--- config.mk ---
export PLATFORM = sky130hd
export DESIGN_NAME = hit_score_tracker
export DESIGN_NICKNAME = d
export VERILOG_FILES = /design/src/rtl/hit_score_tracker_pkg.sv /design/src/rtl/hit_score_tracker_channel.sv /design/src/rtl/hit_score_tracker.sv
export SDC_FILE = /design/constraint.sdc
export NUM_CORES = 1
export LEC_CHECK = 0
export BUFFER_PORTS_ARGS = -buffer_cell sky130_fd_sc_hd__buf_2
export CAP_MARGIN = 25
export CORE_MARGIN = 5
export CORE_UTILIZATION = 39
export DETAILED_ROUTE_END_ITERATION = 7
export GPL_ROUTABILITY_DRIVEN = 0
export PLACE_DENSITY = 0.58
export RECOVER_POWER = 100
export SKIP_LAST_GASP = 1
export SYNTH_ARGS = -nofsm -noshare
export SYNTH_HDL_FRONTEND = slang
export SYNTH_SLANG_ARGS = --single-unit
--- constraint.sdc ---
create_clock -name clk -period 2.5 [get_ports clk]
set_input_delay 0.5 -clock clk [delete_from_list [all_inputs] [get_ports clk]]
set_output_delay 0.5 -clock clk [all_outputs]
set_load 0.02 [all_outputs]
--- src/rtl/hit_score_tracker_pkg.sv ---
// Shared types for the hit scorer: LED display modes, channel lockout states
// and a small popcount used to merge simultaneous accepts.
package score_pkg;

    typedef enum logic [1:0] {
        LED_ONEHOT = 2'd0,
        LED_THERM  = 2'd1,
        LED_STICKY = 2'd2
    } led_mode_e;

    typedef enum logic {
        CH_ARMED  = 1'b0,
        CH_LOCKED = 1'b1
    } ch_state_e;

    localparam int MAX_CH = 8;

    function automatic logic [3:0] popcount8(input logic [MAX_CH-1:0] v);
        logic [3:0] n;
        n = '0;
        for (int i = 0; i < MAX_CH; i++) begin
            n = n + {3'b000, v[i]};
        end
        return n;
    endfunction

endpackage

--- src/rtl/hit_score_tracker_channel.sv ---
// One sensor channel: 2-FF synchroniser, rising-edge detect and lockout timer.
// accept_o is the combinational "hit taken this cycle" used by the score logic.
module hit_channel
    import score_pkg::*;
#(
    parameter int LOCKOUT_CYC = 50_000_000
) (
    input  logic clk_i,
    input  logic rst_ni,
    input  logic hit_i,
    output logic ready_o,
    output logic hit_pulse_o,
    output logic accept_o
);

    localparam int TW = $clog2(LOCKOUT_CYC + 1);

    logic          sync1_q;
    logic          sync2_q;
    logic          sync2d_q;
    ch_state_e     state_q;
    logic [TW-1:0] timer_q;
    logic          ready_q;
    logic          pulse_q;
    logic          rise;

    // Edges arriving while locked are simply never looked at, so nothing queues.
    always_comb begin
        rise     = sync2_q & ~sync2d_q;
        accept_o = (state_q == CH_ARMED) & rise;
    end

    always_ff @(posedge clk_i or negedge rst_ni) begin
        if (!rst_ni) begin
            sync1_q  <= 1'b0;
            sync2_q  <= 1'b0;
            sync2d_q <= 1'b0;
            state_q  <= CH_ARMED;
            timer_q  <= '0;
            ready_q  <= 1'b1;
            pulse_q  <= 1'b0;
        end else begin
            sync1_q  <= hit_i;
            sync2_q  <= sync1_q;
            sync2d_q <= sync2_q;
            pulse_q  <= 1'b0;
            case (state_q)
                CH_ARMED: begin
                    if (rise) begin
                        state_q <= CH_LOCKED;
                        timer_q <= TW'(LOCKOUT_CYC - 1);
                        ready_q <= 1'b0;
                        pulse_q <= 1'b1;
                    end
                end
                CH_LOCKED: begin
                    if (timer_q == '0) begin
                        state_q <= CH_ARMED;
                        ready_q <= 1'b1;
                    end else begin
                        timer_q <= timer_q - TW'(1);
                    end
                end
                default: state_q <= CH_ARMED;
            endcase
        end
    end

    assign ready_o     = ready_q;
    assign hit_pulse_o = pulse_q;

endmodule

--- src/rtl/hit_score_tracker.sv ---
// Multi-channel hit scorer: per-channel lockout front ends feeding one shared
// saturating score, a sticky win flag and a registered LED bar.
module hit_score_tracker
    import score_pkg::*;
#(
    parameter int N_CH        = 2,
    parameter int SCORE_W     = 3,
    parameter int MAX_SCORE   = 5,
    parameter int LOCKOUT_CYC = 50_000_000,
    parameter int LED_MODE    = 2,
    localparam int LED_N      = MAX_SCORE + 1
) (
    input  logic               clk,
    input  logic               resetn,
    input  logic [N_CH-1:0]    hit_in,
    input  logic               clear,
    output logic [N_CH-1:0]    ready,
    output logic [N_CH-1:0]    hit_pulse,
    output logic [SCORE_W-1:0] score,
    output logic               win,
    output logic [LED_N-1:0]   led
);

    localparam led_mode_e MODE = led_mode_e'(LED_MODE);
    localparam int        SUM_W = SCORE_W + 4;

    if (N_CH < 1 || N_CH > MAX_CH) begin : g_chk_nch
        $error("hit_score_tracker: N_CH must be 1..8");
    end
    if (MAX_SCORE >= (2 ** SCORE_W) || MAX_SCORE < 1) begin : g_chk_max
        $error("hit_score_tracker: MAX_SCORE must be 1..2**SCORE_W-1");
    end
    if (LOCKOUT_CYC < 1) begin : g_chk_lock
        $error("hit_score_tracker: LOCKOUT_CYC must be >= 1");
    end
    if (LED_MODE < 0 || LED_MODE > 2) begin : g_chk_mode
        $error("hit_score_tracker: LED_MODE must be 0, 1 or 2");
    end

    logic [N_CH-1:0] accept;

    for (genvar g = 0; g < N_CH; g++) begin : g_ch
        hit_channel #(
            .LOCKOUT_CYC(LOCKOUT_CYC)
        ) u_ch (
            .clk_i      (clk),
            .rst_ni     (resetn),
            .hit_i      (hit_in[g]),
            .ready_o    (ready[g]),
            .hit_pulse_o(hit_pulse[g]),
            .accept_o   (accept[g])
        );
    end

    logic [SCORE_W-1:0] score_q, score_d;
    logic               win_q, win_d;
    logic [LED_N-1:0]   led_q, led_d;
    logic [MAX_CH-1:0]  acc8;
    logic [SUM_W-1:0]   sum;
    logic [LED_N-1:0]   onehot;
    logic [LED_N-1:0]   therm;

    // Sum is formed wide enough for MAX_SCORE + 8 so saturation never sees a wrap.
    always_comb begin
        acc8             = '0;
        acc8[N_CH-1:0]   = accept;
        sum              = SUM_W'(score_q) + SUM_W'(popcount8(acc8));
        if (clear) begin
            score_d = '0;
        end else if (sum >= SUM_W'(MAX_SCORE)) begin
            score_d = SCORE_W'(MAX_SCORE);
        end else begin
            score_d = sum[SCORE_W-1:0];
        end
        win_d = clear ? 1'b0 : (win_q | (score_d == SCORE_W'(MAX_SCORE)));
    end

    // LED bar is derived from the registered score, so it trails it by one cycle.
    always_comb begin
        onehot = '0;
        therm  = '0;
        for (int i = 0; i < LED_N; i++) begin
            onehot[i] = (score_q == SCORE_W'(i));
            therm[i]  = (score_q >= SCORE_W'(i));
        end
        case (MODE)
            LED_ONEHOT: led_d = onehot;
            LED_THERM:  led_d = therm;
            default:    led_d = clear ? '0 : (led_q | onehot);
        endcase
    end

    always_ff @(posedge clk or negedge resetn) begin
        if (!resetn) begin
            score_q <= '0;
            win_q   <= 1'b0;
            led_q   <= '0;
        end else begin
            score_q <= score_d;
            win_q   <= win_d;
            led_q   <= led_d;
        end
    end

    assign score = score_q;
    assign win   = win_q;
    assign led   = led_q;

endmodule

==> flow_summary.ini, run 1 <==
[routing]
routed_wirelength_mm = 7.388
drtIter0Drc = 63
wl_per_cell_um = 14.35
postRouteAntennaNets = 0
met1Wirelength_mm = 3.766
maxUsedRoutingLayer = met4
drc_errors = 0
wl_met2_mm = 3.315
first_pass_iters = 4
num_vias = 2824
wl_met3_um = 195
vias_per_cell = 5.483

[finish]
fillers = 902
final_nets = 408
layout-drive-gt1-share_pct = 12.13
syn_to_final_growth_pct = 12.86
n_antenna_cell = 0

[worst_setup_path]
cp-startpoint = g_ch[0].u_ch.timer_q[14]$_DFFE_PN0P_
rrSetupSlack_ps = 180
critical_path_required_ps = 2760
r2r_start = g_ch[0].u_ch.timer_q[14]$_DFFE_PN0P_
crit_type = flip-flop to flip-flop
rr_worst_depth = 5
cp-start-kind = flip-flop
cp.arrival_ps = 2580
critical_path.endpoint_type = flip-flop
crit_path_max_fanout = 6
r2r-end = g_ch[0].u_ch.timer_q[1]$_DFFE_PN0P_
crit_end = g_ch[0].u_ch.timer_q[1]$_DFFE_PN0P_

[timing]
whs_ps = 263.9
report.final.setup_viol = 0
finalHoldViolCount = 0
min_period_ps = 2317
worst_pin_slew_ps = 943.3
drv_slew = 0
rsz0062_at_grt = false
maxClockFrequency_mhz = 431.5
fin_crit_sh_pct = 92.69
skew_ps = 9.375
slew_headroom_pct = 37.12
setup_tns_ps = 0

[floorplanning]
fp-row-count = 35
start_util_pct = 39.52
die_area_um2 = 11250
io_pins = 19
die_height_um = 106.1
core-area_um2 = 9109
dieWidth_um = 106.1

[placed_design]
dp_hpwl_mm = 5.127
io_buffers = 18

[clock_tree]
cts-root-buf = clkbuf_8
max-clock-path-buffers = 2
cts_buffers = 9
clock_latency_ps = 340
cts_tree = built
clkTransAtPathRegs_ps = 80
cts_max_level = 3
cts.sinks = 74

[pwr]
vdd_ir_drop_max_mv = 0.4865
p_leak_nw = 1.597
power.density_nw_per_um2 = 729.6

[grt]
grt_use_total_pct = 14.00
grt_pass1_vias = 2675
grt_pass1_wl_mm = 12.97
grt_max_degree = 38
antenna_found_initial = 0
gr-total-overflow = 0

[outcome]
outcome = complete, no violations

[synthesis]
syn_inst = 369
syn-num-nets = 378
yosysWarnings = 0
yosysSeqAreaShare_pct = 51.51
yosysUniqueCellTypes = 48
ys_ff_latch = 74
dominantRegCellSynth = dfrtp_1
synth-edff-count = 0
async_reset_ff_share_pct = 100.0
syn_area_per_cell_um2 = 9.755
syn_area_um2 = 3600

[hold_path]
hold_class = primary input to flip-flop

[flow_run]
maxCapViolCount = 0
sequential cells by signal, indices dropped and copies added (netlist names):
register and count:
g_ch.u_ch.timer_q 52, g_ch.u_ch.hit_pulse_o 2, led 6, g_ch.u_ch.sync2d_q 2, g_ch.u_ch.state_q 2, score 3, win 1, g_ch.u_ch.sync2_q 2
g_ch.u_ch.sync1_q 2, g_ch.u_ch.ready_o 2
per-stage QoR:
stage	cells	cell area [um2]	power, W	worst slack [ps]	utilization, %
2_1_floorplan	369	3600	0.001888	115.0	-
3_3_place_gp	499	3895	0.002046	126.1	42.76
3_5_place_dp	499	3895	0.002068	95.76	42.76
4_1_cts	515	4099	0.003023	82.54	45.00
5_1_grt	515	4063	0.003159	57.43	44.60
6_report	515	4063	0.002964	182.7	44.60
placed cells by master (no fill, tap or decap), types with 6 or more instances in the layout:
master    instances
nand4_1           7
o211ai_1          6
a21oi_1          11
a31oi_1           6
buf_4            13
nor4_1            7
or3_1            13
xor2_1            7
nand2_1          26
inv_1            12
nor2_1           39
clkbuf_8         10
o31ai_1          14
nand3_1          23
or4_1            17
dfrtp_1          72
clkbuf_1         22
o21ai_0          20
mux2i_1          12
nor3_1           12
cells in the mapped netlist (2+ instances only):
cell	instances	area share [%]
or4_1	18	3.8
dfrtp_1	72	50
or3_1	13	2.3
nand2b_1	3	0.52
a21oi_1	11	1.5
nor3_1	12	1.7
clkbuf_1	12	1.3
nor4_1	8	1.4
and3_1	4	0.70
o21ai_0	20	2.8
xor2_1	7	1.7
nor3b_1	2	0.42
inv_1	12	1.3
mux2i_1	12	3.3
or3b_2	2	0.49
nand2_1	26	2.7
a31oi_1	6	1.0
ha_1	3	1.0
dfstp_2	2	1.5
o211ai_1	6	1.3
nand3_1	23	3.2
buf_4	4	0.83
buf_2	3	0.42
nor2_1	39	4.1
or2_2	5	0.87
nand4_1	7	1.2
and4_1	3	0.73
o31ai_1	14	2.9
worst min-delay path by stage:
stage	depth (start not counted)	end	start	slack, ps
finish	1	g_ch[1].u_ch.sync1_q$_DFF_PN0_	hit_in[1]	260
global route	1	g_ch[0].u_ch.sync1_q$_DFF_PN0_	hit_in[0]	250
CTS	1	g_ch[0].u_ch.timer_q[10]$_DFFE_PN0P_	resetn	130
detailed placement	0	g_ch[1].u_ch.sync2_q$_DFF_PN0_	g_ch[1].u_ch.sync1_q$_DFF_PN0_	330
global placement	0	g_ch[1].u_ch.sync2_q$_DFF_PN0_	g_ch[1].u_ch.sync1_q$_DFF_PN0_	330
floorplan	0	g_ch[0].u_ch.hit_pulse_o$_DFF_PN0_	resetn	200
final cells by class:
cell class | count | area, um2 | share of cell area [%]
Timing Repair Buffer | 39 | 200.2 | 4.928
Sequential cell | 74 | 1854 | 45.64
Clock inverter | 6 | 66.31 | 1.632
Multi-Input combinational cell | 262 | 1617 | 39.79
Clock buffer | 10 | 137.6 | 3.388
Tap cell | 111 | 138.9 | 3.419
Inverter | 13 | 48.80 | 1.201
per-layer routing:
metal,track usage (%),vias up
li1,-,1415
met1,19.88,1355
met2,21.58,45
met3,2.186,9
met4,5.273,0
met5,0,-
kinds of logic after synthesis:
group | share of synthesized area, %
AND/OR/NAND/NOR | 26.10
XOR/XNOR | 1.703
buffers and inverters | 3.962
multiplexers | 3.650
adder cells (fa/ha/maj) | 1.599
flip-flops | 51.51
AO/OA/AOI/OAI | 11.47
where the power goes:
part           switching (W)  leakage [nW]  internal [W]  total, W
combinational       0.000266         0.639      0.000219  0.000485
clock               0.000452        0.0945      0.000488  0.000940
sequential          0.000182         0.863       0.00136   0.00154
total               0.000900          1.60       0.00206   0.00296
timing repair:
action	CTS	global route
endpoints found under the setup margin	0	6
setup buffers	0	0
resized for setup	0	3
hold buffers	0	0
hold endpoints to repair	0	0
critical path, stage by stage, from the launching register on:
cell and delay [ps]:
dfrtp_1 420, or4_4 540, or3_1 340, or4_4 600, and3_1 210, a31oi_2 130
No activity file was read; power rests on OpenSTA's default activity.
==> run 2: changes to the inputs <==
CELL_PAD_IN_SITES_DETAIL_PLACEMENT = 1   (was default)
CELL_PAD_IN_SITES_GLOBAL_PLACEMENT = 1   (was default)
PLACE_DENSITY = 0.7   (was 0.58)
==> flow_summary.ini, run 2 (same netlist as run 1, synthesis figures left out) <==
[routing]
wl_per_cell_um = 16.34
drc_errors = 0
num_vias = 2919
vias_per_cell = 5.701
first_pass_iters = 4
routed_wirelength_mm = 8.366
drtIter0Drc = 65
postRouteAntennaNets = 0

[timing]
skew_ps = 16.70
fin_crit_sh_pct = 96.16
setup_tns_ps = 0
finalHoldViolCount = 0
slew_headroom_pct = -39.44
worst_pin_slew_ps = 2092
drv_slew = 37
min_period_ps = 2404
maxClockFrequency_mhz = 416.0
report.final.setup_viol = 0

[placed_design]
numPlacedInstances = 496
io_buffers = 18
dp_hpwl_mm = 5.809
place_area_um2 = 3885

[clock_tree]
clkTransAtPathRegs_ps = 90
clock_latency_ps = 360
cts_buffers = 9
cts-root-buf = clkbuf_8
cts.sinks = 74
max-clock-path-buffers = 2
cts_tree = built
cts_max_level = 3
cts_setup_buffers = 0

[finish]
seq_area_um2 = 1854
final_cells = 512
fin_util_pct = 44.49
n_antenna_cell = 0
final_area_um2 = 4053
largest_register_ffs = 52
fillers = 1069
final_cell_mix = 72 x dfrtp_1, 39 x nor2_1, 26 x nand2_1, 23 x nand3_1, 21 x clkbuf_1
syn_to_final_growth_pct = 12.58
multi_input_area_um2 = 1607
layout-drive-gt1-share_pct = 11.72
final_common_cell = dfrtp_1
final_nets = 405
regMostFlops = g_ch.u_ch.timer_q

[hold_path]
hold_class = primary input to flip-flop

[worst_setup_path]
critical_path.endpoint_type = flip-flop
crit_type = flip-flop to flip-flop
critical_path_required_ps = 2730
path_cells = or4_4 -> or3_1 -> buf_4 -> nor4b_2 -> and3_1 -> o21ai_0
cp.arrival_ps = 2630
crit_path_max_fanout = 6
crit_buf_inv = 1
slowest_delay_ps = 550
cp-start-kind = flip-flop
crit_family = simple AND/OR/NAND/NOR gates
slowest_stage = or4_4

[pwr]
vdd_ir_drop_max_mv = 0.3720
p_leak_nw = 1.594
power.density_nw_per_um2 = 752.0
p_total_w = 0.003048

[floorplanning]
dieWidth_um = 106.1
start_util_pct = 39.52
die_height_um = 106.1
io_pins = 19
fp-row-count = 35
die_area_um2 = 11250
core-area_um2 = 9109

[outcome]
outcome = finished with violations
violations = max-capacitance violations, max-slew violations

[grt]
grt_use_total_pct = 16.12
grt_pass1_wl_mm = 14.75
grt_pass1_vias = 3041
gr-total-overflow = 0
antenna_found_initial = 0
grt_max_degree = 39

[flow_run]
maxCapViolCount = 1
## run 2: per-layer routing
layer / track usage [%] / part of all wire, %
met5: 0 / 0
met2: 26.59 / 48
met1: 21.10 / 48
met4: 5.643 / 1.2
met3: 3.279 / 1.8
## run 2: power breakdown
group	switching, W	total, W	internal [W]
Sequential	0.000191	0.00155	0.00136
Clock	0.000504	0.000984	0.000480
Combinational	0.000278	0.000515	0.000237
## run 2: repair_timing
| item | 4_1_cts | 5_1_grt |
|---|---|---|
| setup endpoints to repair | 0 | 1 |
| hold buffers | 0 | 0 |
| resized for setup | 0 | 1 |
## run 2: worst paths after layout
check | slack, ps | end | cells past startpoint | from
max | 100 | g_ch[0].u_ch.timer_q[22]$_DFFE_PN0P_ | 6 | g_ch[0].u_ch.timer_q[14]$_DFFE_PN0P_
min | 250 | g_ch[1].u_ch.sync1_q$_DFF_PN0_ | 1 | hit_in[1]
max reg2reg | 100 | g_ch[0].u_ch.timer_q[22]$_DFFE_PN0P_ | 6 | g_ch[0].u_ch.timer_q[14]$_DFFE_PN0P_
min reg2reg | 350 | g_ch[1].u_ch.sync2_q$_DFF_PN0_ | 0 | g_ch[1].u_ch.sync1_q$_DFF_PN0_
max in group asynchronous | 560 | g_ch[1].u_ch.timer_q[5]$_DFFE_PN0P_ | 1 | resetn
min in group asynchronous | 740 | g_ch[0].u_ch.hit_pulse_o$_DFF_PN0_ | 1 | resetn
## run 2: metrics by stage
| stage | hold WS, ps | setup WS (ps) |
|---|---|---|
| finish | 248.8 | 95.90 |
| global route | 229.8 | -14.47 |
| CTS | 110.8 | 41.20 |
| detailed placement | 345.7 | 53.54 |
| global placement | 339.6 | 138.3 |
| floorplan | 204.4 | 115.0 |
## run 2: layout make-up
cell class	count	share of cell area [%]
timing repair buffer	36	4.847
multi-input combinational	262	39.64
sequential	74	45.75
clock inverter	7	2.069
clock buffer	9	3.057
inverter	13	1.204
tap	111	3.427
==> run 3: changes to the inputs <==
GPL_ROUTABILITY_DRIVEN = default   (was 0)
RECOVER_POWER = 25   (was 100)
==> flow_summary.ini, run 3 (same netlist as run 1, synthesis figures left out) <==
[pwr]
p_total_w = 0.003050
power.density_nw_per_um2 = 745.2
p_leak_nw = 1.676
vdd_ir_drop_max_mv = 0.3718

[routing]
drc_errors = 0
drtIter0Drc = 73
postRouteAntennaNets = 0
vias_per_cell = 5.705
routed_wirelength_mm = 8.364
first_pass_iters = 4
wl_per_cell_um = 16.34
num_vias = 2921

[timing]
min_period_ps = 2404
maxClockFrequency_mhz = 416.0
drv_slew = 37
report.final.setup_viol = 0
worst_pin_slew_ps = 2098
skew_ps = 16.97
whs_ps = 248.6
finalHoldViolCount = 0
setup_tns_ps = 0
slew_headroom_pct = -39.89
fin_crit_sh_pct = 96.15

[floorplanning]
io_pins = 19
dieWidth_um = 106.1
start_util_pct = 39.52
core-area_um2 = 9109
fp-row-count = 35
die_area_um2 = 11250
die_height_um = 106.1

[clock_tree]
cts_tree = built
cts_buffers = 9
ctsHoldBuffers = 0
clkTransAtPathRegs_ps = 90
cts_setup_buffers = 0
clock_latency_ps = 360
cts-root-buf = clkbuf_8
ctsResizeCount = 0
max-clock-path-buffers = 2
cts.sinks = 74
cts_max_level = 3

[worst_setup_path]
crit_type = flip-flop to flip-flop
critical_path_required_ps = 2730
path_cells = or4_4 -> or3_1 -> buf_4 -> nor4b_2 -> and3_1 -> o21ai_0
cp-start-kind = flip-flop
cp.arrival_ps = 2630
slowest_stage = or4_4
slowest_delay_ps = 550
crit_path_max_fanout = 6
critical_path.endpoint_type = flip-flop

[finish]
regMostFlops = g_ch.u_ch.timer_q
final_nets = 405
n_antenna_cell = 0
final_cell_mix = 72 x dfrtp_1, 39 x nor2_1, 26 x nand2_1, 23 x nand3_1, 20 x o21ai_0
final_cells = 512
syn_to_final_growth_pct = 13.69
layout-drive-gt1-share_pct = 16.96
fin_util_pct = 44.93
final_common_cell = dfrtp_1
fillers = 1061
largest_register_ffs = 52

[grt]
grt_pass1_vias = 3041
antenna_found_initial = 0
gr-total-overflow = 0
grt_use_total_pct = 16.12
grt_pass1_wl_mm = 14.75
grt_max_degree = 39

[flow_run]
maxCapViolCount = 1

[placed_design]
gp_congestion = 0.7931
io_buffers = 18
dp_hpwl_mm = 5.809
numPlacedInstances = 496

[outcome]
violations = max-capacitance violations, max-slew violations
outcome = finished with violations

[hold_path]
hold_class = primary input to flip-flop
## run 3: changes by cell type in the layout (fill, tap and decap cells not counted)
| cell | previous run | this run |
|---|---|---|
| or2_2 | 4 | 5 |
| buf_4 | 11 | 17 |
| clkbuf_1 | 21 | 1 |
| or2_0 | 1 | 0 |
| buf_2 | 3 | 17 |
## run 3: per-layer routing
| layer | vias up | global-route usage, % | share of wire (%) |
|---|---|---|---|
| li1 | 1402 | - | - |
| met1 | 1491 | 21.10 | 48 |
| met2 | 19 | 26.59 | 49 |
| met3 | 9 | 3.279 | 1.8 |
| met4 | 0 | 5.643 | 1.2 |
| met5 | - | 0 | 0 |
## run 3: worst paths after layout
check	from	end	slack, ps	depth (start not counted)
setup / recovery	g_ch[0].u_ch.timer_q[14]$_DFFE_PN0P_	g_ch[0].u_ch.timer_q[22]$_DFFE_PN0P_	100	6
hold / removal	hit_in[1]	g_ch[1].u_ch.sync1_q$_DFF_PN0_	250	1
setup reg to reg	g_ch[0].u_ch.timer_q[14]$_DFFE_PN0P_	g_ch[0].u_ch.timer_q[22]$_DFFE_PN0P_	100	6
hold reg to reg	g_ch[1].u_ch.sync1_q$_DFF_PN0_	g_ch[1].u_ch.sync2_q$_DFF_PN0_	350	0
max in group asynchronous	resetn	g_ch[1].u_ch.timer_q[5]$_DFFE_PN0P_	560	1
min in group asynchronous	resetn	g_ch[0].u_ch.hit_pulse_o$_DFF_PN0_	750	1
## run 3: cell type report
cell class | instances | area [um2] | area share (%)
clock inverters | 7 | 83.83 | 2.048
well taps | 111 | 138.9 | 3.393
clock buffers | 9 | 123.9 | 3.027
flip-flops and latches | 74 | 1854 | 45.31
inverters | 13 | 48.80 | 1.192
repair buffers | 36 | 236.5 | 5.778
multi-input cells | 262 | 1607 | 39.25
## run 3: stage by stage
stage | instance area (um2) | setup WS (ps)
after CTS | 4093 | 41.20
after global routing | 4093 | -14.47
after floorplan | 3600 | 115.0
final | 4093 | 96.31
after detailed placement | 3885 | 53.54
after global placement | 3885 | 138.3
## run 3: power by group
group | leakage (nW) | switching [W] | total, W | internal [W]
Combinational | 0.710 | 0.000278 | 0.000518 | 0.000240
Sequential | 0.863 | 0.000191 | 0.00155 | 0.00136
Clock | 0.103 | 0.000503 | 0.000984 | 0.000480
Total | 1.68 | 0.000972 | 0.00305 | 0.00208
## run 3: critical path: cells and delay by family, from the launching register on
family,cells,cell delay (ps)
AOI/OAI and AO/OA,1,60
DFF,1,430
buffers and inverters,1,180
and+or+nand+nor,4,1610
